<file path="src/rtl/io_bus_arbiter.sv">
// io_bus_arbiter: shares the single-port IO register block between two masters
// (M0 = CPU data port, M1 = debug/loader). Each access latches the winner's request,
// drives the slave for one access window (plus WAIT_CYC wait cycles), captures RD and
// returns it with a one-cycle ack pulse.
// Build option: define IO_ARB_RR_EN for round-robin arbitration; otherwise M0 has
// fixed priority over M1.
module io_bus_arbiter #(
  parameter int DW       = 32,
  parameter int AW       = 3,
  parameter int WAIT_CYC = 0
) (
  input  logic          clk,
  input  logic          reset,
  input  logic          m0_req,
  input  logic          m0_we,
  input  logic [3:0]    m0_be,
  input  logic [AW-1:0] m0_addr,
  input  logic [DW-1:0] m0_wdata,
  input  logic          m1_req,
  input  logic          m1_we,
  input  logic [3:0]    m1_be,
  input  logic [AW-1:0] m1_addr,
  input  logic [DW-1:0] m1_wdata,
  output logic          m0_ack,
  output logic          m1_ack,
  output logic [DW-1:0] rdata,
  output logic [1:0]    gnt,
  output logic [3:0]    s_byteEn,
  output logic [AW-1:0] s_addr,
  output logic [DW-1:0] s_wd,
  input  logic [DW-1:0] s_rd
);

  typedef enum logic [1:0] {
    IDLE = 2'd0,
    BUSY = 2'd1,
    ACK  = 2'd2
  } state_t;

  // Owner encoding: 0 = M0, 1 = M1.
  localparam logic OWN_M0 = 1'b0;
  localparam logic OWN_M1 = 1'b1;
  localparam logic [3:0] WAIT_INIT = 4'(WAIT_CYC);

  state_t      state;
  logic        owner;
  logic        lat_we;
  logic [3:0]  lat_be;
  logic [3:0]  cnt;

`ifdef IO_ARB_RR_EN
  logic        last_owner;
`endif

  // Arbitration result for the next grant (only acted on in IDLE and ACK).
  logic          cand0;
  logic          cand1;
  logic          arb_valid;
  logic          arb_sel;
  logic          sel_we;
  logic [3:0]    sel_be;
  logic [AW-1:0] sel_addr;
  logic [DW-1:0] sel_wdata;

  // Pick the next owner; in ACK the current owner's still-high req is masked out.
  always_comb begin
    cand0 = m0_req;
    cand1 = m1_req;
    if (state == ACK) begin
      cand0 = m0_req && (owner == OWN_M1);
      cand1 = m1_req && (owner == OWN_M0);
    end
`ifdef IO_ARB_RR_EN
    // On a tie the master that did not own the bus last time wins.
    arb_sel   = cand1 && (!cand0 || (last_owner == OWN_M0));
    arb_valid = cand0 || cand1;
`else
    // M0 always has priority: M1 only wins while M0 is not requesting at all,
    // so M1 cannot slip in behind an M0 ack while M0 keeps its req up.
    arb_sel   = cand1 && !m0_req;
    arb_valid = cand0 || arb_sel;
`endif
    sel_we    = arb_sel ? m1_we    : m0_we;
    sel_be    = arb_sel ? m1_be    : m0_be;
    sel_addr  = arb_sel ? m1_addr  : m0_addr;
    sel_wdata = arb_sel ? m1_wdata : m0_wdata;
  end

  // Access FSM; every output is registered here.
  always_ff @(posedge clk or negedge reset) begin
    if (!reset) begin
      state    <= IDLE;
      owner    <= OWN_M0;
      lat_we   <= 1'b0;
      lat_be   <= '0;
      cnt      <= '0;
      m0_ack   <= 1'b0;
      m1_ack   <= 1'b0;
      rdata    <= '0;
      gnt      <= '0;
      s_byteEn <= '0;
      s_addr   <= '0;
      s_wd     <= '0;
`ifdef IO_ARB_RR_EN
      last_owner <= OWN_M1;
`endif
    end else begin
      m0_ack <= 1'b0;
      m1_ack <= 1'b0;
      case (state)
        IDLE, ACK: begin
          gnt      <= '0;
          s_byteEn <= '0;
          if (arb_valid) begin
            // s_addr/s_wd are the latched copies of the winner's address and data;
            // they then hold through BUSY and beyond.
            state  <= BUSY;
            owner  <= arb_sel;
            gnt    <= arb_sel ? 2'b10 : 2'b01;
            lat_we <= sel_we;
            lat_be <= sel_be;
            s_addr <= sel_addr;
            s_wd   <= sel_wdata;
            cnt    <= WAIT_INIT;
            // With no wait cycles the first BUSY cycle is also the commit cycle.
            s_byteEn <= (WAIT_CYC == 0 && sel_we) ? sel_be : 4'b0000;
`ifdef IO_ARB_RR_EN
            last_owner <= arb_sel;
`endif
          end else begin
            state <= IDLE;
          end
        end
        BUSY: begin
          if (cnt != 4'd0) begin
            cnt <= cnt - 4'd1;
            // Enables appear only in the last BUSY cycle, so a write commits once.
            s_byteEn <= (cnt == 4'd1 && lat_we) ? lat_be : 4'b0000;
          end else begin
            rdata    <= s_rd;
            state    <= ACK;
            gnt      <= '0;
            s_byteEn <= '0;
            m0_ack   <= (owner == OWN_M0);
            m1_ack   <= (owner == OWN_M1);
          end
        end
        default: begin
          state    <= IDLE;
          gnt      <= '0;
          s_byteEn <= '0;
        end
      endcase
    end
  end

endmodule
</file>
<file path="config.mk">
export PLATFORM = sky130hd
export DESIGN_NAME = io_bus_arbiter
export DESIGN_NICKNAME = d
export VERILOG_FILES = /design/src/rtl/io_bus_arbiter.sv
export SDC_FILE = /design/constraint.sdc
export NUM_CORES = 1
export LEC_CHECK = 0
export ABC_AREA = 1
export BUFFER_PORTS_ARGS = -buffer_cell sky130_fd_sc_hd__buf_4
export CORE_AREA = 3 3 102 104
export CTS_BUF_LIST = sky130_fd_sc_hd__clkbuf_16
export CTS_CLUSTER_SIZE = 30
export DETAILED_ROUTE_END_ITERATION = 16
export DIE_AREA = 0 0 105 107
export GPL_ROUTABILITY_DRIVEN = 0
export MAX_ROUTING_LAYER = met4
export PLACE_DENSITY = 0.82
export SLEW_MARGIN = 25
export SYNTH_ARGS = -nofsm -noshare
export SYNTH_HDL_FRONTEND = slang
export SYNTH_SLANG_ARGS = --single-unit
</file>
<file path="constraint.sdc">
create_clock -name clk -period 1.59 [get_ports clk]
set_clock_uncertainty 0.15 [all_clocks]
set_input_delay 0.0795 -clock clk [delete_from_list [all_inputs] [get_ports clk]]
set_output_delay 0.0795 -clock clk [all_outputs]
set_load 0.02 [all_outputs]
</file>
==> key figures, run 1 <==
Setup path
  – Most numerous cell on the critical path: nand2_1
  – Type of element capturing the critical path: register
  – Startpoint of the most critical register-to-register path: state[0]
  – Worst-path maximum fanout: 20
  – Critical-path cell list: inv_2 -> nand3_2 -> nand2_4 -> bufbuf_16 -> nand2_1 -> nand2_1 -> nand2_1 -> nand2_1
  – Cell with the largest stage delay on the worst path: dfrtp_1
  – Worst stage delay on the critical path: between 0.3 and 0.4 ns
  – CP required: between 1.5 and 2 ns
  – First element of the critical path: state[0]
  – Arrival time reported for the critical path endpoint: 1.69 ns
  – Startpoint types: register
  – Crit path kind: reg -> reg

Layout
  – Core Util, Final: 0.7353
  – Commonest non-fill, non-tap cells in the layout: nand2_1 (317), buf_4 (206), dlygate4sd3_1 (110)
  – Cell Count, Final, Fillers Out: roughly 960
  – Number of antenna repair diodes: 0
  – Layout overhead on the synthesized area: 77.98%
  – Number of fill cells in the layout: 641
  – Commonest non-fill, non-tap cell in the layout: nand2_1
  – Area of combinational cells with multiple inputs: approximately 1600 um2
  – Layout cells sized above 1: 0.2935
  – Net count reported at finish: around 940
  – Area taken by flip-flops and latches: between 2000 and 2500 um2

Clock tree
  – Root buffer cell: clkbuf_16
  – Longest Clk Path Bufs: 2
  – Num CTS Buffers: 9
  – CTS sink cnt: just under 90
  – Worst-skew pair later-pin latency: ~0.33 ns
  – Htree depth: 3
  – Register clock-pin slew on the reported worst setup and hold paths: about 0.070 ns
  – Clock tree from TritonCTS: yes

Yosys
  – Yosys warning count: 0
  – Number of instances in the synthesized netlist: 517
  – Unique cell type count in the Yosys netlist: 18
  – Post-synthesis instance area: about 4000 um2
  – Portion of the post-synthesis area used by sequential elements: 0.5467
  – Average instance area after synthesis: 7.703 um2
  – Post-Synthesis Net Count: ~640
  – Synthesis-stage register bit count: just under 90

Worst hold path
  – Type of the tightest min-delay check: in -> reg
  – Min-Delay Startpoint: m0_we

Status
  – Violated checks: negative hold slack
  – Run status: finished, violations left

STA
  – Worst hold slack: -0.009246 ns
  – Measured slew at the worst slew-check pin: approximately 0.37 ns
  – Share of the clock period used by the worst path after layout: 0.9934
  – Final setup violation count: 0
  – Final hold violations: 1
  – Crit path time final: approximately 1.6 ns
  – Worst max-slew margin expressed relative to the limit: 0.7537
  – Unrepaired setup endpoints after global routing: yes
  – Fmax: between 600 and 700 MHz
  – Pins over their slew limit: 0

Power
  – Total power density per cell area: between 1500 and 2000 nW/um2
  – Total power draw: 11890 uW
  – Total leakage power: a little under 0.004 uW
  – Maximum ir drop on the vdd rail: around 0.0014 V

Die
  – Die Y-Extent: approximately 110 um
  – Horizontal extent of the die: between 100 and 150 um
  – Starting density of the core: 0.4132
  – Die ar.: 11240 um2
  – Rows: 36
  – Floorplan core area: 9639 um2
  – Num ports: 191

Detailed routing
  – Detailed router's first-iteration violation count: 405
  – Via density per instance: 4.983
  – Number of vias after detailed routing: about 4800
  – Routed len/inst: about 15 um
  – Routed wire length: ~15000 um
  – Number of routed nets with antenna violations: 0
  – Number of search-and-repair iterations in the first detailed-routing pass: 4
  – # DRC: 0

Place
  – Half-perimeter wire length after detailed placement: 8357 um
  – Cells after DPL: between 800 and 900
  – Port buffer count: 190

Global routing
  – Number of global-route vias before repair: 5067
  – Largest net degree at the start of global routing: 41
  – Initial antenna violation count: 0
  – Overall routing resource usage: 0.2723
  – Aggregate global routing overflow: 0
  – First-pass GRT wire length: ~24000 um

Flow run
  – Max-cap violations: 0
kinds of logic (layout without fill, tap and decap cells):
group / after synthesis / count (layout) / synth area share
AOI/OAI and AO/OA: 2 / 2 / 0.003141
DFF: 87 / 87 / 0.5467
buffers and inverters: 37 / 348 / 0.05152
and+or+nand+nor: 389 / 389 / 0.3924
adders and majority gates: 2 / 2 / 0.006282
Yosys cell counts:
master      n  area [um2]
nand3_1    50       250.2
clkbuf_1    7       26.28
nand3_2     2       20.02
inv_1       6       22.52
dfrtp_1    87        2177
nor2_2      1       6.260
o21bai_1    1       7.510
buf_6       5       56.30
inv_2       4       15.01
nand4_1     4       25.02
nand2_2     3       18.77
nor2_1      9       33.78
nand2_1   319        1197
buf_2      11       55.05
buf_4       4       30.03
ha_1        2       25.02
o21ai_0     1       5.000
nor2_4      1       11.26
power by group:
part	switching, uW	total, uW	internal (uW)
sequential	598	3840	3240
clock	852	2070	1220
combinational	3520	5980	2460
total	4970	11900	6920
final cells by class:
cell class,count,area share
Clock buffer,9,0.03177
Clock inverter,7,0.01024
Inverter,10,0.006002
Multi-Input combinational cell,393,0.2290
Sequential cell,87,0.3073
Tap cell,133,0.02348
Timing Repair Buffer,322,0.3922
worst max-delay path, delay by kind of cell (launching register included):
family | cells | cell delay [ns]
buffers and inverters | 2 | 0.42
DFF | 1 | 0.37
and+or+nand+nor | 6 | 0.57
flip-flops by register name, summed over array words and instances (netlist names):
| register | flops |
|---|---|
| s_addr | 3 |
| rdata | 32 |
| lat_be | 4 |
| state | 2 |
| m1_ack | 1 |
| m0_ack | 1 |
| gnt | 2 |
| s_byteEn | 4 |
| lat_we | 1 |
| owner | 1 |
| s_wd | 32 |
| cnt | 4 |
final timing paths:
check                           slack [ns]         to  cells past startpoint
worst max-delay path                  0.01   s_wd[17]                      8
worst min-delay path                -0.009     lat_we                      5
worst max register to register        0.01   s_wd[17]                      8
worst min register to register        0.32  s_addr[0]                      2
max in group asynchronous             0.69   state[1]                      3
min in group asynchronous             0.06  rdata[16]                      2
per-stage QoR:
| stage | worst slack, ns | setup TNS (ns) | hold slack (ns) | area [um2] |
|---|---|---|---|---|
| 6_report | 0.01053 | 0 | -0.009246 | 7088 |
| 5_1_grt | -0.04359 | -0.6860 | 0.02744 | 7088 |
| 4_1_cts | 0.006074 | 0 | 0.002421 | 7057 |
| 3_5_place_dp | -0.06736 | -1.229 | -0.1288 | 5620 |
| 3_3_place_gp | -0.002403 | -0.002403 | -0.1378 | 5620 |
| 2_1_floorplan | 0.01889 | 0 | -0.3661 | 3983 |
timing repair:
item | 4_1_cts | 5_1_grt
hold buffers | 110 | 0
buffers inserted | 0 | 0
hold endpoints to repair | 161 | 0
cloned | 1 | 0
setup endpoints to repair | 34 | 58
resized for setup | 2 | 9
routing by layer:
layer  track usage  routed length, um
met2        0.4418               7179
met5             -                  0
met1        0.3136               5666
met3       0.06502               1256
met4        0.1490                648
Note: power is estimated with default switching activity, not from simulation.
==> run 2: changes to the inputs <==
--- a/config.mk
+++ b/config.mk
@@ -7,14 +7,14 @@
 export LEC_CHECK = 0
 export ABC_AREA = 1
 export BUFFER_PORTS_ARGS = -buffer_cell sky130_fd_sc_hd__buf_4
-export CORE_AREA = 3 3 102 104
+export CORE_AREA = 3 3 99 101
 export CTS_BUF_LIST = sky130_fd_sc_hd__clkbuf_16
 export CTS_CLUSTER_SIZE = 30
 export DETAILED_ROUTE_END_ITERATION = 16
-export DIE_AREA = 0 0 105 107
+export DIE_AREA = 0 0 102 104
 export GPL_ROUTABILITY_DRIVEN = 0
 export MAX_ROUTING_LAYER = met4
-export PLACE_DENSITY = 0.82
+export PLACE_DENSITY = 0.83
 export SLEW_MARGIN = 25
 export SYNTH_ARGS = -nofsm -noshare
 export SYNTH_HDL_FRONTEND = slang
==> constraint.sdc (replaced) <==
create_clock -name clk -period 1.95 [get_ports clk]
set_clock_uncertainty 0.15 [all_clocks]
set_input_delay 0.0975 -clock clk [delete_from_list [all_inputs] [get_ports clk]]
set_output_delay 0.0975 -clock clk [all_outputs]
set_load 0.02 [all_outputs]
==> key figures, run 2 (synthesized netlist as in run 1, its figures left out) <==
Die
  – Die Y-Extent: between 100 and 150 um
  – Horizontal extent of the die: 102 um
  – Floorplan core area: between 9000 and 10000 um2
  – Num ports: approximately 190
  – Die ar.: ~11000 um2
  – Rows: 35
  – Starting density of the core: 0.4372

Setup path
  – First element of the critical path: m0_req
  – Cell with the largest stage delay on the worst path: dlygate4sd3_1
  – Worst stage delay on the critical path: between 0.5 and 0.6 ns
  – Critical path capture point: s_wd[24]
  – RR Endpoint: s_wd[24]
  – CP required: approximately 2.1 ns
  – Arrival time reported for the critical path endpoint: 1.97 ns
  – Worst r2r path cells: 6
  – Worst-path maximum fanout: 46
  – Critical-path cell list: dlygate4sd3_1 -> buf_4 -> nor2_2 -> nand3_2 -> nand2_2 -> buf_4 -> nand2_1 -> nand2_1
  – Startpoint types: input pin
  – Type of element capturing the critical path: register
  – Worst R2R Setup Slack: about 0.15 ns
  – Crit path kind: in -> reg
  – Startpoint of the most critical register-to-register path: state[1]

Layout
  – Commonest non-fill, non-tap cell in the layout: nand2_1
  – Total non-filler cell area in the finished layout: between 6000 and 7000 um2
  – Area of combinational cells with multiple inputs: between 1500 and 2000 um2
  – Area taken by flip-flops and latches: about 2200 um2
  – Number of fill cells in the layout: 561
  – Layout overhead on the synthesized area: 71.54%
  – Commonest non-fill, non-tap cells in the layout: nand2_1 (319), buf_4 (196), dlygate4sd3_1 (104)
  – Net count reported at finish: just over 900
  – Layout cells sized above 1: 0.2739
  – Biggest registers after layout: rdata x32, s_wd x32
  – Core Util, Final: 0.7500

Place
  – Cell area after placement: about 5500 um2
  – Port buffer count: 190
  – Half-perimeter wire length after detailed placement: between 8000 and 9000 um

Detailed routing
  – Number of vias after detailed routing: roughly 4700
  – Number of search-and-repair iterations in the first detailed-routing pass: 5
  – Via density per instance: 5.069
  – # DRC: 0
  – Number of routed nets with antenna violations: 0
  – Routed wire length: about 15000 um
  – Routed len/inst: roughly 16 um
  – Detailed router's first-iteration violation count: 295

Clock tree
  – Longest Clk Path Bufs: 2
  – Htree depth: 3
  – Clock tree from TritonCTS: yes
  – Post-CTS setup-driven buffer insertion count: 0
  – Register clock-pin slew on the reported worst setup and hold paths: roughly 0.06 ns
  – Worst-skew pair later-pin latency: 0.32 ns
  – Num CTS Buffers: 9
  – Root buffer cell: clkbuf_16
  – CTS sink cnt: between 80 and 90

STA
  – Pins over their slew limit: 0
  – Fmax: 536.4 MHz
  – Final setup violation count: 0
  – Worst max-slew margin expressed relative to the limit: 0.5954
  – Unrepaired setup endpoints after global routing: no
  – Final hold violations: 0
  – Fin Setup TNS: 0 ns
  – Share of the clock period used by the worst path after layout: 0.9560
  – Crit path time final: approximately 1.9 ns
  – Measured slew at the worst slew-check pin: 0.6070 ns

Status
  – Run status: complete, no violations

Global routing
  – Number of global-route vias before repair: between 4000 and 5000
  – First-pass GRT wire length: about 23000 um
  – Aggregate global routing overflow: 0
  – Overall routing resource usage: 0.2857
  – Initial antenna violation count: 1
  – Largest net degree at the start of global routing: 47

Worst hold path
  – Type of the tightest min-delay check: in -> reg

Power
  – Total leakage power: 0.003808 uW
  – Total power density per cell area: 1415 nW/um2
  – Maximum ir drop on the vdd rail: approximately 0.00073 V
  – Total power draw: 9666 uW

Flow run
  – Max-cap violations: 0
[run 2: cell types whose count changed in the layout (fill, tap and decap cells not counted), sizes merged]
cell         before  now
bufinv            1    3
clkinv            4    2
diode             0    1
dlygate4sd3     110  104
bufbuf            1    0
clkinvlp          1    0
buf             211  198
[run 2: power breakdown]
part	internal, uW	switching [uW]	total [uW]
combinational	1790	2830	4630
clock	1230	636	1870
sequential	2640	529	3170
total	5670	4000	9670
[run 2: worst min path at each step]
stage	start	to	slack [ns]	cells after the start
final	m1_be[2]	lat_be[2]	0.01	5
after global routing	m1_be[2]	lat_be[2]	0.04	5
after CTS	m1_wdata[9]	s_wd[9]	0.0005	5
after detailed placement	reset	s_wd[1]	-0.009	1
after global placement	reset	s_wd[1]	-0.02	1
after floorplan	reset	cnt[0]	-0.35	0
[run 2: routing by layer]
metal	GRT usage	wire (um)
met4	0.1228	539
met5	-	0
met2	0.4717	7020
met1	0.3284	5726
met3	0.06774	1488
[run 2: layout make-up]
type,instances,share of cell area
clock inverter,6,0.01484
inverter,10,0.006227
sequential,87,0.3187
multi-input combinational,393,0.2342
clock buffer,9,0.03297
tap,111,0.02033
timing repair buffer,302,0.3723
antenna,1,0.0003663
[run 2: per-stage QoR]
stage | worst slack [ns] | hold slack, ns | instances
after global placement | 0.1922 | -0.01505 | 799
after CTS | 0.05318 | 0.0005133 | 918
after floorplan | 0.3789 | -0.3481 | 517
after detailed placement | 0.05564 | -0.009193 | 799
final | 0.08587 | 0.01405 | 919
after global routing | 0.01210 | 0.04461 | 919
[run 2: worst max-delay path, delay by kind of cell]
| kind | cells | cell delay [ns] |
|---|---|---|
| and+or+nand+nor | 5 | 0.75 |
| buffers and inverters | 3 | 1.11 |
[run 2: what timing repair did]
action | CTS | global route
hold buffers | 104 | 0
setup endpoints to repair | 0 | 33
gates resized for setup | 0 | 5
endpoints found under the hold margin | 115 | 0
